## config.mk

```make
export PLATFORM = sky130hd
export DESIGN_NAME = cdr_ctrl
export DESIGN_NICKNAME = d
export VERILOG_FILES = /design/src/rtl/cdr_pkg.sv /design/src/rtl/cdr_chip_counter.sv /design/src/rtl/cdr_ctrl.sv
export SDC_FILE = /design/constraint.sdc
export NUM_CORES = 1
export LEC_CHECK = 0
export BUFFER_PORTS_ARGS = -buffer_cell sky130_fd_sc_hd__buf_4
export CORE_ASPECT_RATIO = 0.75
export CORE_UTILIZATION = 55
export DETAILED_ROUTE_END_ITERATION = 8
export PLACE_DENSITY = 0.87
export RECOVER_POWER = 50
export SLEW_MARGIN = 30
export SYNTH_ARGS = -nofsm -noshare
export SYNTH_HDL_FRONTEND = slang
export SYNTH_HIERARCHICAL = 1
export SYNTH_SLANG_ARGS = --single-unit
```

## constraint.sdc

```tcl
create_clock -name clk -period 3.66 [get_ports clk]
set_input_delay 0.366 -clock clk [delete_from_list [all_inputs] [get_ports clk]]
set_output_delay 0.366 -clock clk [all_outputs]
set_load 0.02 [all_outputs]
```

## src/rtl/cdr_pkg.sv

```systemverilog
// cdr_pkg: shared types and constants for the CDR sequencer.
// State encoding, default phase width, flush depth.
package cdr_pkg;

  typedef enum logic [1:0] {
    IDLE,
    SETTLE,
    TRACK,
    FLUSH
  } cdr_ctrl_state_t;

  localparam int CDR_PH_W = 6;

  // Matches the bit-recovery capture latency.
  localparam int FLUSH_CYCLES = 3;

endpackage

```

## src/rtl/cdr_chip_counter.sv

```systemverilog
// cdr_chip_counter: modulo-OSR sample counter and saturating chip counter.
// Ports: clr/chip_clr/chip_inc control; chip_bound, strobe, chip_cnt out.
module cdr_chip_counter #(
  parameter int OSR        = 4,
  parameter int SAMPLE_IDX = 1,
  parameter int MAX_CHIPS  = 1024,
  parameter int CW         = $clog2(MAX_CHIPS) + 1
) (
  input  logic          clk,
  input  logic          reset,
  input  logic          clr,
  input  logic          chip_clr,
  input  logic          chip_inc,
  input  logic          sample_valid,
  output logic          chip_bound,
  output logic          strobe,
  output logic [CW-1:0] chip_cnt
);

  localparam int SW = $clog2(OSR);
  localparam logic [SW-1:0] S_LAST = SW'(OSR - 1);
  localparam logic [SW-1:0] S_IDX  = SW'(SAMPLE_IDX);
  localparam logic [CW-1:0] C_SAT  = '1;

  logic [SW-1:0] scnt;

  assign chip_bound = sample_valid && (scnt == S_LAST);
  assign strobe     = sample_valid && (scnt == S_IDX);

  always_ff @(posedge clk or posedge reset) begin
    if (reset) begin
      scnt     <= '0;
      chip_cnt <= '0;
    end else if (clr) begin
      scnt     <= '0;
      chip_cnt <= '0;
    end else begin
      if (sample_valid)
        scnt <= chip_bound ? '0 : scnt + 1'b1;
      if (chip_clr)
        chip_cnt <= '0;
      else if (chip_inc && chip_cnt != C_SAT)
        chip_cnt <= chip_cnt + 1'b1;
    end
  end

endmodule

```

## src/rtl/cdr_ctrl.sv

```systemverilog
// cdr_ctrl: CDR sequencer - qualifies, decimates and frames phase bursts.
// Ports: sample stream in, phase_out/ph_valid, bit_out/bit_valid, frame flags.
module cdr_ctrl
  import cdr_pkg::*;
#(
  parameter int OSR          = 4,
  parameter int SAMPLE_IDX   = 1,
  parameter int PH_W         = CDR_PH_W,
  parameter int SETTLE_CHIPS = 8,
  parameter int MAX_CHIPS    = 1024
) (
  input  logic                   clk,
  input  logic                   reset,
  input  logic                   cfg_enable,
  input  logic                   carrier_detect,
  input  logic signed [PH_W-1:0] sample_in,
  input  logic                   sample_valid,
  input  logic                   data_bits,
  output logic signed [PH_W-1:0] phase_out,
  output logic                   ph_valid,
  output logic                   bit_out,
  output logic                   bit_valid,
  output logic                   frame_start,
  output logic                   frame_end,
  output logic                   timeout,
  output logic                   busy
);

  localparam int CW = $clog2(MAX_CHIPS) + 1;
  localparam int FW = $clog2(FLUSH_CYCLES + 1);
  localparam logic [CW-1:0] SET_LAST = CW'(SETTLE_CHIPS - 1);
  localparam logic [CW-1:0] TMO_LAST = CW'(MAX_CHIPS - 1);
  localparam logic [FW-1:0] F_LAST   = FW'(FLUSH_CYCLES - 1);

  cdr_ctrl_state_t state;

  logic [FW-1:0] fcnt;
  logic [CW-1:0] chip_cnt;
  logic          chip_bound;
  logic          strobe;
  logic          settle_done;
  logic          tmo;
  logic          issue;
  logic          first;
  logic          ph_keep;
  logic          d1;
  logic          d2;

  assign settle_done = (state == SETTLE) && carrier_detect &&
                       chip_bound && (chip_cnt == SET_LAST);
  assign tmo   = (state == TRACK) && strobe && (chip_cnt >= TMO_LAST);
  // Carrier loss drops a coincident strobe; the timeout strobe wins.
  assign issue = cfg_enable && (state == TRACK) && strobe &&
                 (carrier_detect || tmo);

  cdr_chip_counter #(
    .OSR        (OSR),
    .SAMPLE_IDX (SAMPLE_IDX),
    .MAX_CHIPS  (MAX_CHIPS),
    .CW         (CW)
  ) u_cnt (
    .clk          (clk),
    .reset        (reset),
    .clr          (state == IDLE),
    .chip_clr     (settle_done),
    .chip_inc     (((state == SETTLE) && chip_bound) || issue),
    .sample_valid (sample_valid),
    .chip_bound   (chip_bound),
    .strobe       (strobe),
    .chip_cnt     (chip_cnt)
  );

  always_ff @(posedge clk or posedge reset) begin
    if (reset) begin
      state       <= IDLE;
      fcnt        <= '0;
      first       <= 1'b0;
      ph_keep     <= 1'b0;
      d1          <= 1'b0;
      d2          <= 1'b0;
      phase_out   <= '0;
      ph_valid    <= 1'b0;
      bit_out     <= 1'b0;
      bit_valid   <= 1'b0;
      frame_start <= 1'b0;
      frame_end   <= 1'b0;
      timeout     <= 1'b0;
      busy        <= 1'b0;
    end else begin
      ph_valid    <= 1'b0;
      ph_keep     <= 1'b0;
      frame_start <= 1'b0;
      frame_end   <= 1'b0;
      timeout     <= 1'b0;
      d1          <= ph_keep;
      d2          <= d1;
      bit_valid   <= d2;
      if (d2)
        bit_out <= data_bits;
      if (issue) begin
        phase_out <= sample_in;
        ph_valid  <= 1'b1;
        // First chip's bit pairs with a stale previous phase.
        ph_keep   <= !first;
        first     <= 1'b0;
      end
      if (!cfg_enable) begin
        state     <= IDLE;
        busy      <= 1'b0;
        d1        <= 1'b0;
        d2        <= 1'b0;
        bit_valid <= 1'b0;
      end else begin
        unique case (state)
          IDLE: begin
            if (carrier_detect) begin
              state <= SETTLE;
              busy  <= 1'b1;
            end
          end
          SETTLE: begin
            if (!carrier_detect) begin
              state <= IDLE;
              busy  <= 1'b0;
            end else if (settle_done) begin
              state       <= TRACK;
              frame_start <= 1'b1;
              first       <= 1'b1;
            end
          end
          TRACK: begin
            // frame_end lands with the last possible in-flight bit;
            // a timeout strobe is one cycle younger than any
            // strobe issued before a carrier loss.
            if (tmo) begin
              state   <= FLUSH;
              timeout <= 1'b1;
              fcnt    <= '0;
            end else if (!carrier_detect) begin
              state <= FLUSH;
              fcnt  <= FW'(1);
            end
          end
          FLUSH: begin
            if (fcnt == F_LAST) begin
              state     <= IDLE;
              busy      <= 1'b0;
              frame_end <= 1'b1;
            end else begin
              fcnt <= fcnt + 1'b1;
            end
          end
        endcase
      end
    end
  end

endmodule

```

==> metrics.md <==
| Metric | Value |
|---|---|
| Outcome | `completed` |
| Required @ worst endpoint | `3.85 ns` |
| Top cells by area, synth | `dfrtp_1 48%, ha_1 5.6%, mux2_2 5.0%, nand2_1 2.9%, nor2_1 2.7%` |
| Initial Utilization | `59.07%` |
| Main flop type after synthesis | `dfrtp_1` |
| Synth Area per Inst | `10.62 µm²` |
| Unrepaired setup endpoints after global routing | `no` |
| Count leader, synth | `dfrtp_1` |
| Buffers on Ports | `24` |
| Share of cells above drive strength 1 | `23.08%` |
| Clock Root Buffer | `clkbuf_8` |
| Syn_nets | `188` |
| Synthesized area | `0.001784 mm²` |
| Total Nets Final | `216` |
| Core ar. | `0.003020 mm²` |
| Upper clock frequency limit | `395.6 MHz` |
| Reg2reg start | `u_cnt/chip_cnt[2]$_DFFE_PP0P_` |
| CTS Buf Count | `5` |
| Fin. max-slew vios | `0` |
| Met3 Use GR | `6.250%` |
| Die Area | `0.003478 mm²` |
| Clock buffer depth | `2` |
| Fin Setup TNS | `0 ns` |
| Synth async-reset ratio | `100.0%` |
| Worst-path maximum fanout | `10` |
| Initial antenna violation count | `0` |
| Clock latency on the worst-skew pair | `0.29 ns` |
| # setup viols final | `0` |
| Vias in the first global route | `1409` |
| CP startpoint | `u_cnt/chip_cnt[2]$_DFFE_PP0P_` |
| Die Height | `51.33 µm` |
| Clk sinks | `34` |
| Worst-Margin Slew | `0.7764 ns` |
| Final hold violation count | `0` |
| Critical path capture point type | `register` |
| Vias | `1479` |
| P&R area growth vs syn | `16.13%` |
| Top post-synthesis cells by count | `34 x dfrtp_1, 14 x nand2_1, 13 x nor2_1, 11 x inv_1` |
| DIE WIDTH | `67.77 µm` |
| Adder-Cell Fraction of Synth Area | `5.610%` |
| EDFF count, synth | `0` |
| Antenna Violating Nets Remaining | `0` |
| GRT Total Usage | `26.77%` |
| Global routing's busiest layer | `met2` |
| First-pass GRT wire length | `6561 µm` |
| Mux cell area share after synthesis | `5.610%` |
| Final GP Congestion | `0.9049` |
| Crit path DAT | `2.72 ns` |
| Htree depth | `2` |
| Synth Area in Simple Gates | `19.00%` |
| Post-CTS setup buffers | `0` |
| Seq cells post-synth | `34` |
| Max-Cap Viols | `0` |
| Post-synthesis compound-gate area fraction | `18.23%` |
| Gr ovfl total | `0` |
| Post-synth top area share | `47.69%` |
| PostCTS Resize Cnt | `0` |
| DR pass1 iterations | `4` |
| Met2 Usage GRT | `38.94%` |
| R2R depth | `8` |
| Sequential area share after synthesis | `47.69%` |
| Vias per inst | `6.348` |
| FP Rows | `17` |
| Cts hold-fix bufs | `0` |
| Max_slew headroom | `48.18%` |
| Final Critical Period | `2.528 ns` |
| Synth Area in XOR/XNOR | `0.4909%` |
| Clk slew on worst S/H paths | `0.06 ns` |
| Largest family of logic cells by synthesized area | `simple AND/OR/NAND/NOR gates` |
| WL/cell | `16.87 µm` |
| Residual DRC | `0` |
| Kind of critical path | `reg2reg` |
| CTS tree | `yes` |
| Hold WC Path Type | `in2async` |
| Post-synthesis cell type count | `49` |
| Worst reg2reg endpoint | `u_cnt/chip_cnt[8]$_DFFE_PP0P_` |
| DRT iter0 DRCs | `136` |
| DP HPWL | `2868 µm` |
| Reg2Reg Setup Slack | `1.13 ns` |
| Layout Skew | `0.007588 ns` |
| Routing usage on met1 | `35.78%` |
| Period utilization | `69.07%` |
| PwrDens | `355.6 mW/mm²` |
| Worst Setup Start Kind | `register` |
| Ports | `25` |
| Maximum vdd drop | `197.9 µV` |
| Critical Path End | `u_cnt/chip_cnt[8]$_DFFE_PP0P_` |
| P_leak | `0.9724 nW` |
| Hold slack | `0.1106 ns` |
| Largest net degree at the start of global routing | `22` |
| YS warnings | `6` |
| ANT cells | `0` |
| Leading area contributor after synthesis | `dfrtp_1` |
| WL final | `3931 µm` |
| Synthesized netlist cell count | `168` |
## cell families (layout without fill, tap and decap cells)
logic type,count (synthesis),in the layout
flops,34,34
buf+inv,14,41
xor+xnor,1,1
fa+ha+maj,8,8
simple gates,62,62
compound gates,40,40
mux,9,9
## report_power, final
group	leakage, nW	internal, mW	switching (mW)
registers	0.467	0.382	0.00762
clock network	0.0431	0.145	0.127
logic	0.462	0.0299	0.0455
## worst min-delay path by stage
stage           from                       endpoint  slack (ns)  depth (start not counted)
2_1_floorplan  reset  u_cnt/chip_cnt[0]$_DFFE_PP0P_        0.24                          1
3_3_place_gp   reset      u_cnt/scnt[1]$_DFFE_PP0P_        0.41                          2
3_5_place_dp   reset      u_cnt/scnt[0]$_DFFE_PP0P_        0.43                          2
4_1_cts        reset      u_cnt/scnt[0]$_DFFE_PP0P_        0.12                          2
5_1_grt        reset      u_cnt/scnt[0]$_DFFE_PP0P_        0.16                          2
6_report       reset      u_cnt/scnt[0]$_DFFE_PP0P_        0.11                          2
## per-stage QoR
step / worst slack [ns] / area, µm² / cells / total power [mW] / util [%]
after floorplan: 1.455 / 1784 / 168 / 0.4407 / -
after global placement: 1.337 / 1993 / 227 / 0.4660 / 65.99
after detailed placement: 1.183 / 1993 / 227 / 0.4707 / 65.99
after CTS: 1.172 / 2076 / 233 / 0.7446 / 68.72
after global routing: 0.9122 / 2072 / 233 / 0.7641 / 68.60
final: 1.132 / 2072 / 233 / 0.7368 / 68.60
## registers in the layout (all words and copies together) (netlist names)
name,cells
bit_out,1
bit_valid,1
busy,1
d1,1
d2,1
fcnt,2
first,1
frame_end,1
frame_start,1
ph_keep,1
ph_valid,1
phase_out,6
state,2
timeout,1
u_cnt/chip_cnt,11
u_cnt/scnt,2
## layout by cell type (no fill, tap or decap), types with 5 or more instances in the layout
cell	count
clkbuf_8	6
mux2_2	8
nand3_1	8
nand2_1	14
dfrtp_1	34
a31oi_1	5
and2_1	5
nor2_1	13
buf_4	22
inv_1	11
ha_1	8
## critical path, stage by stage (launching register included)
cell      delay [ns]
dfrtp_1         0.47
nand3_1         0.22
o31a_1          0.37
a21o_1          0.31
nand2_1         0.28
nand2_1         0.12
nor2_2          0.25
a41oi_1         0.16
a311oi_1        0.25
## layer usage
metal,wire length [µm],part of all wire (%)
met3,269,6.8
met4,143,3.6
met5,0,0
met2,1778,45
met1,1740,44
## cell type report
type,count,area (µm²)
multi-input cells,120,873.3
fillers,239,948.4
clock buffers,6,82.58
well taps,38,47.55
inverters,11,41.29
repair buffers,24,176.4
flip-flops and latches,34,850.8
No activity file was read; power rests on OpenSTA's default activity.
